==> src/rtl/alu_seq_pkg.sv <==
// Shared constants for the ALU sequencer: opcode encoding, instruction field
// positions and the control FSM state type.
package alu_seq_pkg;

    localparam int INSTR_W  = 16;
    localparam int NUM_REGS = 4;
    localparam int REG_AW   = 2;

    // Must track the external ALU's opcode decode exactly.
    localparam logic [2:0] OP_ADD = 3'b000;
    localparam logic [2:0] OP_SUB = 3'b001;
    localparam logic [2:0] OP_AND = 3'b010;
    localparam logic [2:0] OP_OR  = 3'b011;
    localparam logic [2:0] OP_XOR = 3'b100;
    localparam logic [2:0] OP_NOT = 3'b101;
    localparam logic [2:0] OP_SHL = 3'b110;
    localparam logic [2:0] OP_SHR = 3'b111;

    localparam int LDI_BIT   = 15;
    localparam int LDI_RD_HI = 12;
    localparam int LDI_RD_LO = 11;
    localparam int IMM_HI    = 7;
    localparam int IMM_LO    = 0;
    localparam int OP_HI     = 14;
    localparam int OP_LO     = 12;
    localparam int RD_HI     = 11;
    localparam int RD_LO     = 10;
    localparam int RS_HI     = 9;
    localparam int RS_LO     = 8;
    localparam int RT_HI     = 7;
    localparam int RT_LO     = 6;

    typedef enum logic [1:0] {
        IDLE = 2'd0,
        EXEC = 2'd1,
        RESP = 2'd2
    } state_e;

endpackage

==> src/rtl/alu_sequencer_if.sv <==
// Instruction stream, ALU drive/sample and result stream of the ALU sequencer.
interface alu_sequencer_if
    import alu_seq_pkg::*;
#(
    parameter int DATA_W = 8
);
    logic               instr_valid;
    logic               instr_ready;
    logic [INSTR_W-1:0] instr;
    logic [2:0]         alu_opcode;
    logic [DATA_W-1:0]  alu_a;
    logic [DATA_W-1:0]  alu_b;
    logic [DATA_W-1:0]  alu_result;
    logic               res_valid;
    logic               res_ready;
    logic [DATA_W-1:0]  res_data;
    logic [REG_AW-1:0]  res_rd;

    modport master (
        input  instr_valid, instr, alu_result, res_ready,
        output instr_ready, alu_opcode, alu_a, alu_b, res_valid, res_data, res_rd
    );

    modport slave (
        output instr_valid, instr, alu_result, res_ready,
        input  instr_ready, alu_opcode, alu_a, alu_b, res_valid, res_data, res_rd
    );
endinterface

==> src/rtl/seq_regfile.sv <==
// 4-entry register file: two combinational read ports, one synchronous write
// port, synchronous clear.
module seq_regfile
    import alu_seq_pkg::*;
#(
    parameter int DATA_W = 8
) (
    input  logic              clk,
    input  logic              rst,
    input  logic              we,
    input  logic [REG_AW-1:0] waddr,
    input  logic [DATA_W-1:0] wdata,
    input  logic [REG_AW-1:0] raddr_a,
    output logic [DATA_W-1:0] rdata_a,
    input  logic [REG_AW-1:0] raddr_b,
    output logic [DATA_W-1:0] rdata_b
);
    logic [DATA_W-1:0] mem_q [NUM_REGS];
    logic [DATA_W-1:0] mem_d [NUM_REGS];

    always_comb begin
        mem_d = mem_q;
        if (we) begin
            mem_d[waddr] = wdata;
        end
    end

    always_ff @(posedge clk) begin
        if (rst) begin
            mem_q <= '{default: '0};
        end else begin
            mem_q <= mem_d;
        end
    end

    assign rdata_a = mem_q[raddr_a];
    assign rdata_b = mem_q[raddr_b];
endmodule

==> src/rtl/alu_sequencer.sv <==
// Accepts LDI / ALU instructions, drives an external combinational ALU for one
// cycle, writes the result back and reports it on a valid/ready stream.
module alu_sequencer
    import alu_seq_pkg::*;
#(
    parameter int DATA_W = 8,
    parameter int CNT_W  = 16
) (
    input  logic              clk,
    input  logic              rst,
    alu_sequencer_if.master   bus,
    output logic              busy,
    output logic [CNT_W-1:0]  op_count
);
    state_e            state_q, state_d;
    logic [2:0]        opcode_q, opcode_d;
    logic [DATA_W-1:0] a_q, a_d;
    logic [DATA_W-1:0] b_q, b_d;
    logic [REG_AW-1:0] rd_q, rd_d;
    logic [DATA_W-1:0] res_data_q, res_data_d;
    logic [REG_AW-1:0] res_rd_q, res_rd_d;
    logic [CNT_W-1:0]  cnt_q, cnt_d;

    logic              rf_we;
    logic [REG_AW-1:0] rf_waddr;
    logic [DATA_W-1:0] rf_wdata;
    logic [DATA_W-1:0] rf_rs_data;
    logic [DATA_W-1:0] rf_rt_data;

    logic              is_ldi;
    logic [REG_AW-1:0] ldi_rd;
    logic [DATA_W-1:0] imm;
    logic [2:0]        op;
    logic [REG_AW-1:0] alu_rd;
    logic [REG_AW-1:0] rs;
    logic [REG_AW-1:0] rt;

    assign is_ldi = bus.instr[LDI_BIT];
    assign ldi_rd = bus.instr[LDI_RD_HI:LDI_RD_LO];
    assign imm    = bus.instr[IMM_HI:IMM_LO];
    assign op     = bus.instr[OP_HI:OP_LO];
    assign alu_rd = bus.instr[RD_HI:RD_LO];
    assign rs     = bus.instr[RS_HI:RS_LO];
    assign rt     = bus.instr[RT_HI:RT_LO];

    seq_regfile #(.DATA_W(DATA_W)) u_regfile (
        .clk     (clk),
        .rst     (rst),
        .we      (rf_we),
        .waddr   (rf_waddr),
        .wdata   (rf_wdata),
        .raddr_a (rs),
        .rdata_a (rf_rs_data),
        .raddr_b (rt),
        .rdata_b (rf_rt_data)
    );

    always_comb begin
        state_d    = state_q;
        opcode_d   = opcode_q;
        a_d        = a_q;
        b_d        = b_q;
        rd_d       = rd_q;
        res_data_d = res_data_q;
        res_rd_d   = res_rd_q;
        cnt_d      = cnt_q;
        rf_we      = 1'b0;
        rf_waddr   = rd_q;
        rf_wdata   = bus.alu_result;

        unique case (state_q)
            IDLE: begin
                if (bus.instr_valid) begin
                    if (is_ldi) begin
                        rf_we      = 1'b1;
                        rf_waddr   = ldi_rd;
                        rf_wdata   = imm;
                        res_data_d = imm;
                        res_rd_d   = ldi_rd;
                        state_d    = RESP;
                    end else begin
                        // Operands are captured now; the ALU sees stable registered inputs in EXEC.
                        opcode_d = op;
                        a_d      = rf_rs_data;
                        b_d      = rf_rt_data;
                        rd_d     = alu_rd;
                        state_d  = EXEC;
                    end
                end
            end
            EXEC: begin
                rf_we      = 1'b1;
                rf_waddr   = rd_q;
                rf_wdata   = bus.alu_result;
                res_data_d = bus.alu_result;
                res_rd_d   = rd_q;
                state_d    = RESP;
            end
            RESP: begin
                if (bus.res_ready) begin
                    cnt_d   = cnt_q + CNT_W'(1);
                    state_d = IDLE;
                end
            end
            default: state_d = IDLE;
        endcase
    end

    always_ff @(posedge clk) begin
        if (rst) begin
            state_q    <= IDLE;
            opcode_q   <= '0;
            a_q        <= '0;
            b_q        <= '0;
            rd_q       <= '0;
            res_data_q <= '0;
            res_rd_q   <= '0;
            cnt_q      <= '0;
        end else begin
            state_q    <= state_d;
            opcode_q   <= opcode_d;
            a_q        <= a_d;
            b_q        <= b_d;
            rd_q       <= rd_d;
            res_data_q <= res_data_d;
            res_rd_q   <= res_rd_d;
            cnt_q      <= cnt_d;
        end
    end

    assign bus.instr_ready = (state_q == IDLE);
    assign bus.res_valid   = (state_q == RESP);
    assign bus.alu_opcode  = opcode_q;
    assign bus.alu_a       = a_q;
    assign bus.alu_b       = b_q;
    assign bus.res_data    = res_data_q;
    assign bus.res_rd      = res_rd_q;
    assign busy            = (state_q != IDLE);
    assign op_count        = cnt_q;
endmodule
==> src/flat_wrapper.sv <==
// flat-port wrapper written by rule: the top's interface ports become plain ports
module alu_sequencer_flat import alu_seq_pkg::*;
#(
    parameter int DATA_W = 8,
    parameter int CNT_W  = 16
)
  (clk, rst, busy, op_count, bus_instr_valid, bus_instr, bus_alu_result, bus_res_ready, bus_instr_ready, bus_alu_opcode, bus_alu_a, bus_alu_b, bus_res_valid, bus_res_data, bus_res_rd);
  alu_sequencer_if #(.DATA_W(DATA_W)) bus_i ();
  input  logic clk;
  input  logic rst;
  output logic busy;
  output logic [CNT_W-1:0] op_count;
  input wire logic [$bits(bus_i.instr_valid)-1:0] bus_instr_valid;
  input wire logic [$bits(bus_i.instr)-1:0] bus_instr;
  input wire logic [$bits(bus_i.alu_result)-1:0] bus_alu_result;
  input wire logic [$bits(bus_i.res_ready)-1:0] bus_res_ready;
  output wire logic [$bits(bus_i.instr_ready)-1:0] bus_instr_ready;
  output wire logic [$bits(bus_i.alu_opcode)-1:0] bus_alu_opcode;
  output wire logic [$bits(bus_i.alu_a)-1:0] bus_alu_a;
  output wire logic [$bits(bus_i.alu_b)-1:0] bus_alu_b;
  output wire logic [$bits(bus_i.res_valid)-1:0] bus_res_valid;
  output wire logic [$bits(bus_i.res_data)-1:0] bus_res_data;
  output wire logic [$bits(bus_i.res_rd)-1:0] bus_res_rd;
  assign bus_i.instr_valid = bus_instr_valid;
  assign bus_i.instr = bus_instr;
  assign bus_i.alu_result = bus_alu_result;
  assign bus_i.res_ready = bus_res_ready;
  assign bus_instr_ready = bus_i.instr_ready;
  assign bus_alu_opcode = bus_i.alu_opcode;
  assign bus_alu_a = bus_i.alu_a;
  assign bus_alu_b = bus_i.alu_b;
  assign bus_res_valid = bus_i.res_valid;
  assign bus_res_data = bus_i.res_data;
  assign bus_res_rd = bus_i.res_rd;
  alu_sequencer #(.DATA_W(DATA_W), .CNT_W(CNT_W)) u_core (.clk(clk), .rst(rst), .bus(bus_i), .busy(busy), .op_count(op_count));
endmodule
==> config.mk <==
export PLATFORM = sky130hd
export DESIGN_NAME = alu_sequencer_flat
export DESIGN_NICKNAME = d
export VERILOG_FILES = /design/src/rtl/alu_seq_pkg.sv /design/src/rtl/alu_sequencer_if.sv /design/src/rtl/seq_regfile.sv /design/src/rtl/alu_sequencer.sv /design/src/flat_wrapper.sv
export SDC_FILE = /design/constraint.sdc
export NUM_CORES = 1
export LEC_CHECK = 0
export CAP_MARGIN = 20
export CORE_ASPECT_RATIO = 0.6
export CORE_UTILIZATION = 45
export CTS_BUF_LIST = sky130_fd_sc_hd__clkbuf_16
export DETAILED_ROUTE_END_ITERATION = 10
export PLACE_DENSITY = 0.74
export SLEW_MARGIN = 0
export SYNTH_ARGS = -nofsm -noshare
export SYNTH_HDL_FRONTEND = slang
export SYNTH_HIERARCHICAL = 1
export SYNTH_SLANG_ARGS = --single-unit
==> constraint.sdc <==
create_clock -name clk -period 2.1 [get_ports clk]
set_input_delay 0.42 -clock clk [delete_from_list [all_inputs] [get_ports clk]]
set_output_delay 0.42 -clock clk [all_outputs]
set_load 0.02 [all_outputs]
Word level (Yosys, flattened, before mapping). Index checks and enable logic that the tools add are counted.

Add/sub/neg operators: 1. $lt $le $gt $ge: 4. Eq/ne operators: 5. Multiplexer cells: 28. Bitwise operators: 4. Reductions and logical operators: 8.

Operators with widths (number): 8-bit 2-to-1 mux (10); 8-bit binary-select mux with 2-bit select (2); 32-bit bitwise mux (1); 16-bit by 1-bit adder with 16-bit output (second input constant) (1); 8-bit demux with 2-bit select (1); 2-bit 2-to-1 mux (8); 8-bit case mux with 2 select lines (1); 3-bit >= comparator (second input constant) (3); 2-bit NOT with 3-bit output (3); 2-bit inequality test (second input constant) (3); 2-bit case mux with 3 select lines (1); 3-bit AND reduction (2); 2-bit case mux with 2 select lines (1); 2-bit AND reduction (2); 2-bit nonzero test (2); 3-bit by 1-bit less-than comparator with 1-bit output (second input constant) (1); 2-bit by 1-bit equality test with 1-bit output (second input constant) (1); 2-bit equality test (second input constant) (1); 2-bit zero test (1); 1-bit 2-to-1 mux (2); 1-bit case mux with 2 select lines (1); 1-bit logical AND (1); 1-bit NOT (1).

Register bits: 81. Bits of input ports: 28. Output and inout port bits: 48. Logic and storage cells: 62.

Longest topological paths before layout. Gate-level depths: netlist of run 1.

Word-level depth: 9. Gate-level depth with buffers: 7. Mapped depth without buffers: 5.

Modules after synthesis. Netlist of run 1, hierarchy kept.

Modules (own cells, without submodules): alu_sequencer (times used 1, cells an instance 244, area an instance 2107.0 µm², sequential area each 980.9 µm²); seq_regfile (times used 1, cells an instance 138, area an instance 1676.6 µm², sequential area each 640.6 µm²).

Worst setup path after synthesis of run 1. OpenSTA, ideal clock, no wires.

Path kind: register to register. Start: register u_core.state_q[1]. End: register u_core/u_regfile/mem_q[24] (netlist bit). Setup time: 121 ps. Arrival: 2179 ps. Required time: 1979 ps. Slack: -199 ps. Cell stages (with the launch flop): 8. Path buffers: 2. Period minus slack after synthesis: 2299 ps. Cell sequence: dfxtp_1 -> nor2_1 -> and3_1 -> buf_2 -> mux2_2 -> or3b_1 -> buf_6 -> mux2i_1.

Word-level cells in the longest chain between the ends: 8. Elaborated cells on any way between the ends: 12. Classes of those cells: 2 x order compare; 1 x eq/ne; 6 x mux; 1 x bitwise; 2 x reduce/logical.

RTL lines: from (decl) (RTL line alu_sequencer.sv:15) `state_e state_q, state_d;`; from (signal assigned) (RTL line alu_sequencer.sv:120) `state_q <= state_d;`; 2-bit zero test (*); net bus_instr_ready (RTL line flat_wrapper.sv:17) `output wire logic [$bits(bus_i.instr_ready)-1:0] bus_instr_ready;`; 2-bit 2-to-1 mux (*) (RTL line alu_sequencer.sv:71) `unique case (state_q)`; net u_core.rf_waddr[1] (RTL line alu_sequencer.sv:25) `logic [REG_AW-1:0] rf_waddr;`; 2-bit NOT with 3-bit output (implied by the code) (*) (RTL line seq_regfile.sv:24) `mem_d[waddr] = wdata;`; 3-bit >= comparator (implied by the code) / 3-bit by 1-bit less-than comparator with 1-bit output (equally long branches) (RTL line seq_regfile.sv:24); 1-bit logical AND (implied by the code) (RTL line seq_regfile.sv:24); 8-bit 2-to-1 mux (implied by the code) (RTL line seq_regfile.sv:24); 8-bit demux with 2-bit select (*) (RTL line seq_regfile.sv:24); 32-bit bitwise mux (*) (RTL line seq_regfile.sv:24); to (signal assigned) (RTL line seq_regfile.sv:32) `mem_q <= mem_d;`; to (decl) (RTL line seq_regfile.sv:18) `logic [DATA_W-1:0] mem_q [NUM_REGS];`.

The timed path passes the listed nets; every way through them passes the cells marked *. A chain may end at the register's enable or synchronous reset.

Worst setup path in the final report of run 1.
Start: input port bus_instr[15]. End: register u_core/u_regfile/mem_q[26] (netlist bit).

Word-level cells in the longest chain between the ends: 9. Elaborated cells on any way between the ends: 16. Classes of those cells: 2 x order compare; 12 x mux; 1 x bitwise; 1 x reduce/logical.

RTL lines: from (decl) (RTL line flat_wrapper.sv:14) `input wire logic [$bits(bus_i.instr)-1:0] bus_instr;`; 2-bit 2-to-1 mux (*) (RTL line alu_sequencer.sv:74) `if (is_ldi) begin`; 2-bit 2-to-1 mux (*) (RTL line alu_sequencer.sv:73) `if (bus.instr_valid) begin`; 2-bit 2-to-1 mux (*) (RTL line alu_sequencer.sv:71); net u_core.rf_waddr[1] (RTL line alu_sequencer.sv:25); 2-bit NOT with 3-bit output (implied by the code) (*) (RTL line seq_regfile.sv:24); 3-bit >= comparator (implied by the code) / 3-bit by 1-bit less-than comparator with 1-bit output (equally long branches) (RTL line seq_regfile.sv:24); 1-bit logical AND (implied by the code) (RTL line seq_regfile.sv:24); 8-bit 2-to-1 mux (implied by the code) (RTL line seq_regfile.sv:24); 8-bit demux with 2-bit select (*) (RTL line seq_regfile.sv:24); 32-bit bitwise mux (*) (RTL line seq_regfile.sv:24).

Marked as above.

==> flow_metrics.tcl, run 1 <==
set metrics [dict create \
    tritoncts.num_buffers 9 \
    fmax_mhz 491 \
    holdBufCountCts 0 \
    drt_drc_violations_left 0 \
    ys_dominant_reg_cell "sky130_fd_sc_hd__dfxtp_1" \
    final_clock_period_utilization_by_the_worst_path_pct 97.1 \
    grt_max_degree 45 \
    pwr-share-comb_pct 13.2 \
    synth.top_cells.by_area "sky130_fd_sc_hd__dfxtp_1, sky130_fd_sc_hd__mux2i_1, sky130_fd_sc_hd__mux4_2" \
    placementRows 25 \
    post_layout_nonfiller_instances 582 \
    run_status "completed" \
    post-place-cells 566 \
    cts_buffer_depth 2 \
    fp.dieArea_sq_um 8790 \
    timing.final.max_slew_violations 0 \
    viasPerCell 5.27 \
    yosys.area.top_type_share_pct 42.9 \
    layout-area-overhead-vs-synth_pct 35.0 \
    finish.utilization_pct 63.8 \
    cp_data_required_time_ns 2.32 \
    power_switching_mw 0.896 \
    nFillCells 671 \
    synth_cell_type_count 36 \
    totalPowerFinal_mw 3.64 \
    die_width_microns 120 \
    route.vias.total 3065 \
    power.share.sequential_pct 44.4 \
    cellInternalPower_mw 2.75 \
    avg_synthesized_cell_area_sq_um 9.90 \
    syn_inst 382 \
    clock_power_share_pct 42.4 \
    drive_above_1_share_pct 15.6 \
    antenna_found_initial 0 \
    report.final.setup_viol 0 \
    synth.net_count 411 \
    cts_root_buf "sky130_fd_sc_hd__clkbuf_16" \
    critical_path_fanout_max 8 \
    leakagePower_nw 1.95 \
    worstSetupEndpointType "register" \
    synth-seq-cells 81 \
    synth-warning-count 6 \
    final.hold.worst_slack_ns 0.450 \
    wl_cell_microns 17.0 \
    fp.dieH_microns 73.0 \
    timing.critical_path.from_type "input port" \
    final.setup_skew_ns 0.00529 \
    synth_edf_count 0 \
    weighted_congestion_at_the_end_of_routability_driven_global_placement 0.821 \
    fin_crit_ns 2.04 \
    dp_hpwl_microns 7220 \
    cts_tree "yes" \
    timing_worst_slew_pin_value_ns 0.588 \
    holdPathStages 2 \
    holdCritPathClass "input port to register" \
    totalWireLength_microns 9910 \
    postRouteAntennaNets 0 \
    post-synth-top-count-cell "sky130_fd_sc_hd__dfxtp_1" \
    detailedRoute.firstIterationViolations 192 \
    tns_ns 0 \
    unrepaired_setup_endpoints_after_global_routing "false" \
    post-synth-top-area-cell "sky130_fd_sc_hd__dfxtp_1" \
    hold_viol_final 0 \
    power_density_nw_per_um2 713 \
    io_buffers 75 \
    p_sw_share_pct 24.6 \
    synth_seq_area_share_pct 42.9 \
    layout.nets 498 \
    drv.max_cap_violation_count 0 \
    numClockSinks 81 \
    io_pins 76 \
    global_route_wire_length_before_repair_microns 15600 \
    max_slew_margin_pct 60.8 \
    asyncSetResetFlopFracSynth_pct 0 \
    area_inside_the_core_boundary_sq_um 8010 \
    r2r_depth 6 \
    antenna_cells_inserted 0 \
    worst_skew_pair.late_latency_ns 0.34 \
    cts.htree.levels 3 \
    initial_cell_density_of_the_core_pct 47.3 \
    clk_transition_reported_paths_ns 0.06 \
    timing_worst_setup_path_type "input port to register" \
    syn_area_sq_um 3780 \
    drt-pass1-iter-count 4 \
    synthTopCellsByCount "sky130_fd_sc_hd__dfxtp_1, sky130_fd_sc_hd__nand2_1, sky130_fd_sc_hd__mux2i_1" \
    grt.overflow.total 0 \
    worst_ir_drop_vdd_v 0.000521 \
    global_route.usage.total_pct 23.8 \
    cp.arrival_ns 2.26 \
    grt_pass1_vias 2909 \
]
==> path summary, 6_finish.rpt <==
kind	start	end	slack, ns
max	bus_instr[15]	u_core/u_regfile/mem_q[26]	0.06
min	rst	u_core/bus.alu_b[0]	0.45
max reg2reg	u_core/state_q[1]	u_core/u_regfile/mem_q[26]	0.20
min reg2reg	u_core/bus.alu_b[7]	u_core/bus.alu_b[7]	0.46
==> sequential cells by signal (all words and copies together), names as in the netlist <==
signal,count
u_core/state_q,2
u_core/rd_q,2
u_core/bus.res_rd,2
u_core/u_regfile/mem_q,32
u_core/op_count,16
u_core/bus.alu_b,8
u_core/bus.alu_opcode,3
u_core/bus.res_data,8
u_core/bus.alu_a,8
==> cells by family after synthesis <==
group	count (synthesis)	synth area share (%)
AND/OR/NAND/NOR	145	20.2
flip-flops	81	42.9
multiplexers	69	23.9
AO/OA/AOI/OAI	47	7.14
buffers and inverters	31	3.74
XOR/XNOR	8	1.85
adder cells (fa/ha/maj)	1	0.331
==> routing by layer <==
layer  vias up  part of all wire, %  GRT usage [%]
li1       1516                    -              -
met1      1435                   49           35.5
met2       107                   41           33.1
met3         7                  9.0           6.95
met4         0                 0.72           6.04
met5         -                    0              0
==> through the flow <==
| stage | setup slack [ns] | area (sq um) |
|---|---|---|
| floorplan | 0.00919 | 3790 |
| global placement | -0.241 | 4810 |
| detailed placement | -0.284 | 4810 |
| CTS | 0.0748 | 5110 |
| global route | 0.00999 | 5110 |
| finish | 0.0614 | 5110 |
==> cells in the final DEF (no fill, tap or decap), drive strengths merged <==
| master | n |
|---|---|
| and4 | 2 |
| nand3 | 5 |
| mux2i | 43 |
| o31ai | 4 |
| o21ai | 3 |
| nor4b | 1 |
| nand4 | 3 |
| or3 | 3 |
| and3 | 2 |
| xnor2 | 4 |
| or3b | 1 |
| bufinv | 1 |
| clkdlybuf4s50 | 73 |
| nand2 | 48 |
| a211oi | 10 |
| mux4 | 16 |
| and2 | 1 |
| ha | 1 |
| and3b | 2 |
| a21oi | 30 |
| buf | 29 |
| or4 | 4 |
| or2 | 1 |
| and4b | 1 |
| clkbuf | 9 |
| mux2 | 10 |
| clkinvlp | 3 |
| and2b | 1 |
| inv | 4 |
| clkinv | 3 |
| nor2 | 23 |
| dfxtp | 81 |
| nor4 | 1 |
| nand3b | 4 |
| nand2b | 40 |
| xor2 | 4 |
| dlygate4sd2 | 1 |
| nor3 | 1 |
| nor2b | 1 |
==> area by class of cell <==
cell class	instances	area (sq um)	share of cell area, %
Timing Repair Buffer	103	1000	19.7
Tap cell	108	135	2.65
Sequential cell	81	1620	31.7
Clock inverter	7	71.3	1.40
Clock buffer	9	225	4.41
Multi-Input combinational cell	270	2030	39.8
Inverter	4	15.0	0.294
==> timing repair <==
item                       4_1_cts  5_1_grt
setup endpoints to repair        1        0
resized for setup                1        0
setup buffers                    0        0
==> critical path, cell delays in order <==
cell and delay [ns]:
sky130_fd_sc_hd__clkdlybuf4s50_1 0.52, sky130_fd_sc_hd__and3_1 0.24, sky130_fd_sc_hd__mux2_2 0.36, sky130_fd_sc_hd__or3b_1 0.38
sky130_fd_sc_hd__buf_4 0.20, sky130_fd_sc_hd__mux2i_1 0.13
==> power groups by stage <==
stage | clock, mW | combinational (mW) | sequential [mW]
2_1_floorplan | 0 | 0.238 | 1.68
3_3_place_gp | 0 | 0.471 | 1.65
3_5_place_dp | 0 | 0.476 | 1.65
5_1_grt | 1.65 | 0.514 | 1.62
4_1_cts | 1.58 | 0.479 | 1.62
6_report | 1.55 | 0.480 | 1.62
No activity file was read; power rests on OpenSTA's default activity.
==> run 2: changes to the inputs <==
--- a/config.mk
+++ b/config.mk
@@ -16,3 +16,4 @@
 export SYNTH_HDL_FRONTEND = slang
 export SYNTH_HIERARCHICAL = 1
 export SYNTH_SLANG_ARGS = --single-unit
+export TNS_END_PERCENT = 1
==> results of run 2 <==
No change in the layout: final DEF, timing and power equal those of run 1.
==> run 3: changes to the inputs <==
--- a/config.mk
+++ b/config.mk
@@ -11,6 +11,7 @@
 export CTS_BUF_LIST = sky130_fd_sc_hd__clkbuf_16
 export DETAILED_ROUTE_END_ITERATION = 10
 export PLACE_DENSITY = 0.74
+export RECOVER_POWER = 25
 export SLEW_MARGIN = 0
 export SYNTH_ARGS = -nofsm -noshare
 export SYNTH_HDL_FRONTEND = slang
==> flow_metrics.tcl, run 3 (synthesis gave the netlist of run 1 again) <==
set metrics [dict create \
    holdCritPathClass "input port to register" \
    detailed_place.area_sq_um 4810 \
    cts_buffer_depth 2 \
    post_layout_nonfiller_instances 582 \
    cts_setup_buffers 0 \
    critical-path-max-stage-delay_ns 0.53 \
    fp.dieH_microns 73.0 \
    cts_tree "yes" \
    viasPerCell 5.27 \
    report.final.setup_viol 0 \
    numClockSinks 81 \
    r2r-end "u_core/op_count[13]" \
    tritoncts.num_buffers 9 \
    timing.final.max_slew_violations 0 \
    antenna_found_initial 0 \
    final_clock_period_utilization_by_the_worst_path_pct 97.1 \
    mostFrequentLayoutCells "sky130_fd_sc_hd__dfxtp_1, sky130_fd_sc_hd__clkdlybuf4s50_1, sky130_fd_sc_hd__nand2_1, sky130_fd_sc_hd__mux2i_1, sky130_fd_sc_hd__nand2b_1" \
    io_buffers 75 \
    grt.overflow.total 0 \
    cp.arrival_ns 2.25 \
    timing.critical_path.from_type "input port" \
    detailedRoute.firstIterationViolations 207 \
    totalWireLength_microns 9880 \
    tns_ns 0 \
    weighted_congestion_at_the_end_of_routability_driven_global_placement 0.821 \
    min_to "u_core/bus.alu_b[0]" \
    critical_path_fanout_max 8 \
    nFillCells 677 \
    layout.cells.most_common "sky130_fd_sc_hd__dfxtp_1" \
    largest-register "u_core/u_regfile/mem_q" \
    worst_slack_ns 0.0602 \
    met1Wirelength_microns 4920 \
    worst_flop_to_flop_path_startpoint "u_core/state_q[0]" \
    stdcell_area_sq_um 5080 \
    final.setup_skew_ns 0.00548 \
    final.hold.worst_slack_ns 0.449 \
    grt_pass1_vias 2909 \
    drive_above_1_share_pct 14.6 \
    r2r_depth 5 \
    placementRows 25 \
    clk_transition_reported_paths_ns 0.06 \
    r2r_setup_slack_ns 0.19 \
    grt_max_degree 45 \
    layout-area-overhead-vs-synth_pct 34.3 \
    wl_cell_microns 17.0 \
    fin_crit_ns 2.04 \
    timing_worst_slew_pin_value_ns 1.04 \
    area_inside_the_core_boundary_sq_um 8010 \
    antenna_cells_inserted 0 \
    layout.nets 498 \
    totalPowerFinal_mw 3.63 \
    met3RoutedLength_microns 859 \
    startpoint_of_the_worst_hold_path "rst" \
    cts_root_buf "sky130_fd_sc_hd__clkbuf_16" \
    largest_register_ffs 32 \
    worstSetupEndpointType "register" \
    drt-pass1-iter-count 4 \
    global_route.usage.total_pct 23.8 \
    leakagePower_nw 1.92 \
    worst_skew_pair.late_latency_ns 0.34 \
    unrepaired_setup_endpoints_after_global_routing "false" \
    worst_ir_drop_vdd_v 0.000521 \
    die_width_microns 120 \
    drv.max_cap_violation_count 0 \
    run_status "completed" \
    dpl_worst_slack_ns -0.284 \
    fp.dieArea_sq_um 8790 \
    hold_viol_final 0 \
    crit_chain "clkdlybuf4s50_1 -> and3_1 -> mux2_2 -> or3b_1 -> buf_4 -> mux2i_1" \
    postRouteAntennaNets 0 \
    max_slew_margin_pct 30.9 \
    holdPathStages 2 \
    dp_hpwl_microns 7220 \
    met2RoutedLength_microns 4040 \
    global_route_wire_length_before_repair_microns 15600 \
    drt_drc_violations_left 0 \
    fmax_mhz 490 \
    initial_cell_density_of_the_core_pct 47.3 \
    cp_data_required_time_ns 2.31 \
    route.top_layer_used "met4" \
    power_density_nw_per_um2 716 \
    crit_slowest_cell "sky130_fd_sc_hd__clkdlybuf4s50_1" \
    cts.htree.levels 3 \
    timing_worst_setup_path_type "input port to register" \
    io_pins 76 \
    route.vias.total 3065 \
    finish.utilization_pct 63.4 \
    post-place-cells 566 \
]
run 3: cell types whose count changed in the layout (fill, tap and decap cells not counted):
cell / before / now
sky130_fd_sc_hd__buf_4: 24 / 19
sky130_fd_sc_hd__clkdlybuf4s50_1: 73 / 72
sky130_fd_sc_hd__or2_0: 0 / 1
sky130_fd_sc_hd__nand3b_4: 1 / 0
sky130_fd_sc_hd__dlygate4sd3_1: 0 / 1
sky130_fd_sc_hd__clkbuf_1: 0 / 5
sky130_fd_sc_hd__nand3b_2: 0 / 1
sky130_fd_sc_hd__or2_1: 1 / 0
run 3: how the worst max path moves through the flow:
stage | start | end | slack, ns | depth (start not counted)
after floorplan | u_core/state_q[1] | u_core/u_regfile/mem_q[24] | 0.009 | 7
after global placement | bus_instr[15] | u_core/u_regfile/mem_q[24] | -0.24 | 6
after detailed placement | bus_instr[15] | u_core/u_regfile/mem_q[27] | -0.28 | 6
after CTS | bus_instr[15] | u_core/u_regfile/mem_q[27] | 0.07 | 6
after global routing | bus_instr[15] | u_core/u_regfile/mem_q[30] | 0.01 | 6
final | bus_instr[15] | u_core/u_regfile/mem_q[24] | 0.06 | 6
run 3: cell type report:
| class | count | area, sq um | share of cell area (%) |
|---|---|---|---|
| timing repair buffer | 103 | 986 | 19.4 |
| clock buffer | 9 | 225 | 4.43 |
| multi-input combinational | 270 | 2030 | 39.9 |
| clock inverter | 7 | 71.3 | 1.40 |
| sequential | 81 | 1620 | 31.9 |
| tap | 108 | 135 | 2.66 |
| inverter | 4 | 15.0 | 0.296 |
run 3: power by group:
| group | total, mW | internal (mW) | switching, mW |
|---|---|---|---|
| combinational | 0.474 | 0.240 | 0.234 |
| clock | 1.54 | 0.917 | 0.626 |
| sequential | 1.62 | 1.59 | 0.0328 |
| total | 3.63 | 2.74 | 0.893 |
run 3: critical path: cells and delay by family:
| family | cells | cell delay [ns] |
|---|---|---|
| buffers and inverters | 2 | 0.73 |
| multiplexers | 2 | 0.49 |
| AND/OR/NAND/NOR | 2 | 0.62 |
run 3: routing by layer:
| layer | track usage [%] | up-vias |
|---|---|---|
| li1 | - | 1515 |
| met1 | 35.5 | 1445 |
| met2 | 33.1 | 98 |
| met3 | 6.95 | 7 |
| met4 | 6.04 | 0 |
| met5 | 0 | - |
run 3: what timing repair did:
action,4_1_cts,5_1_grt
hold buffers,0,0
endpoints found under the setup margin,1,0
gates resized for setup,1,0
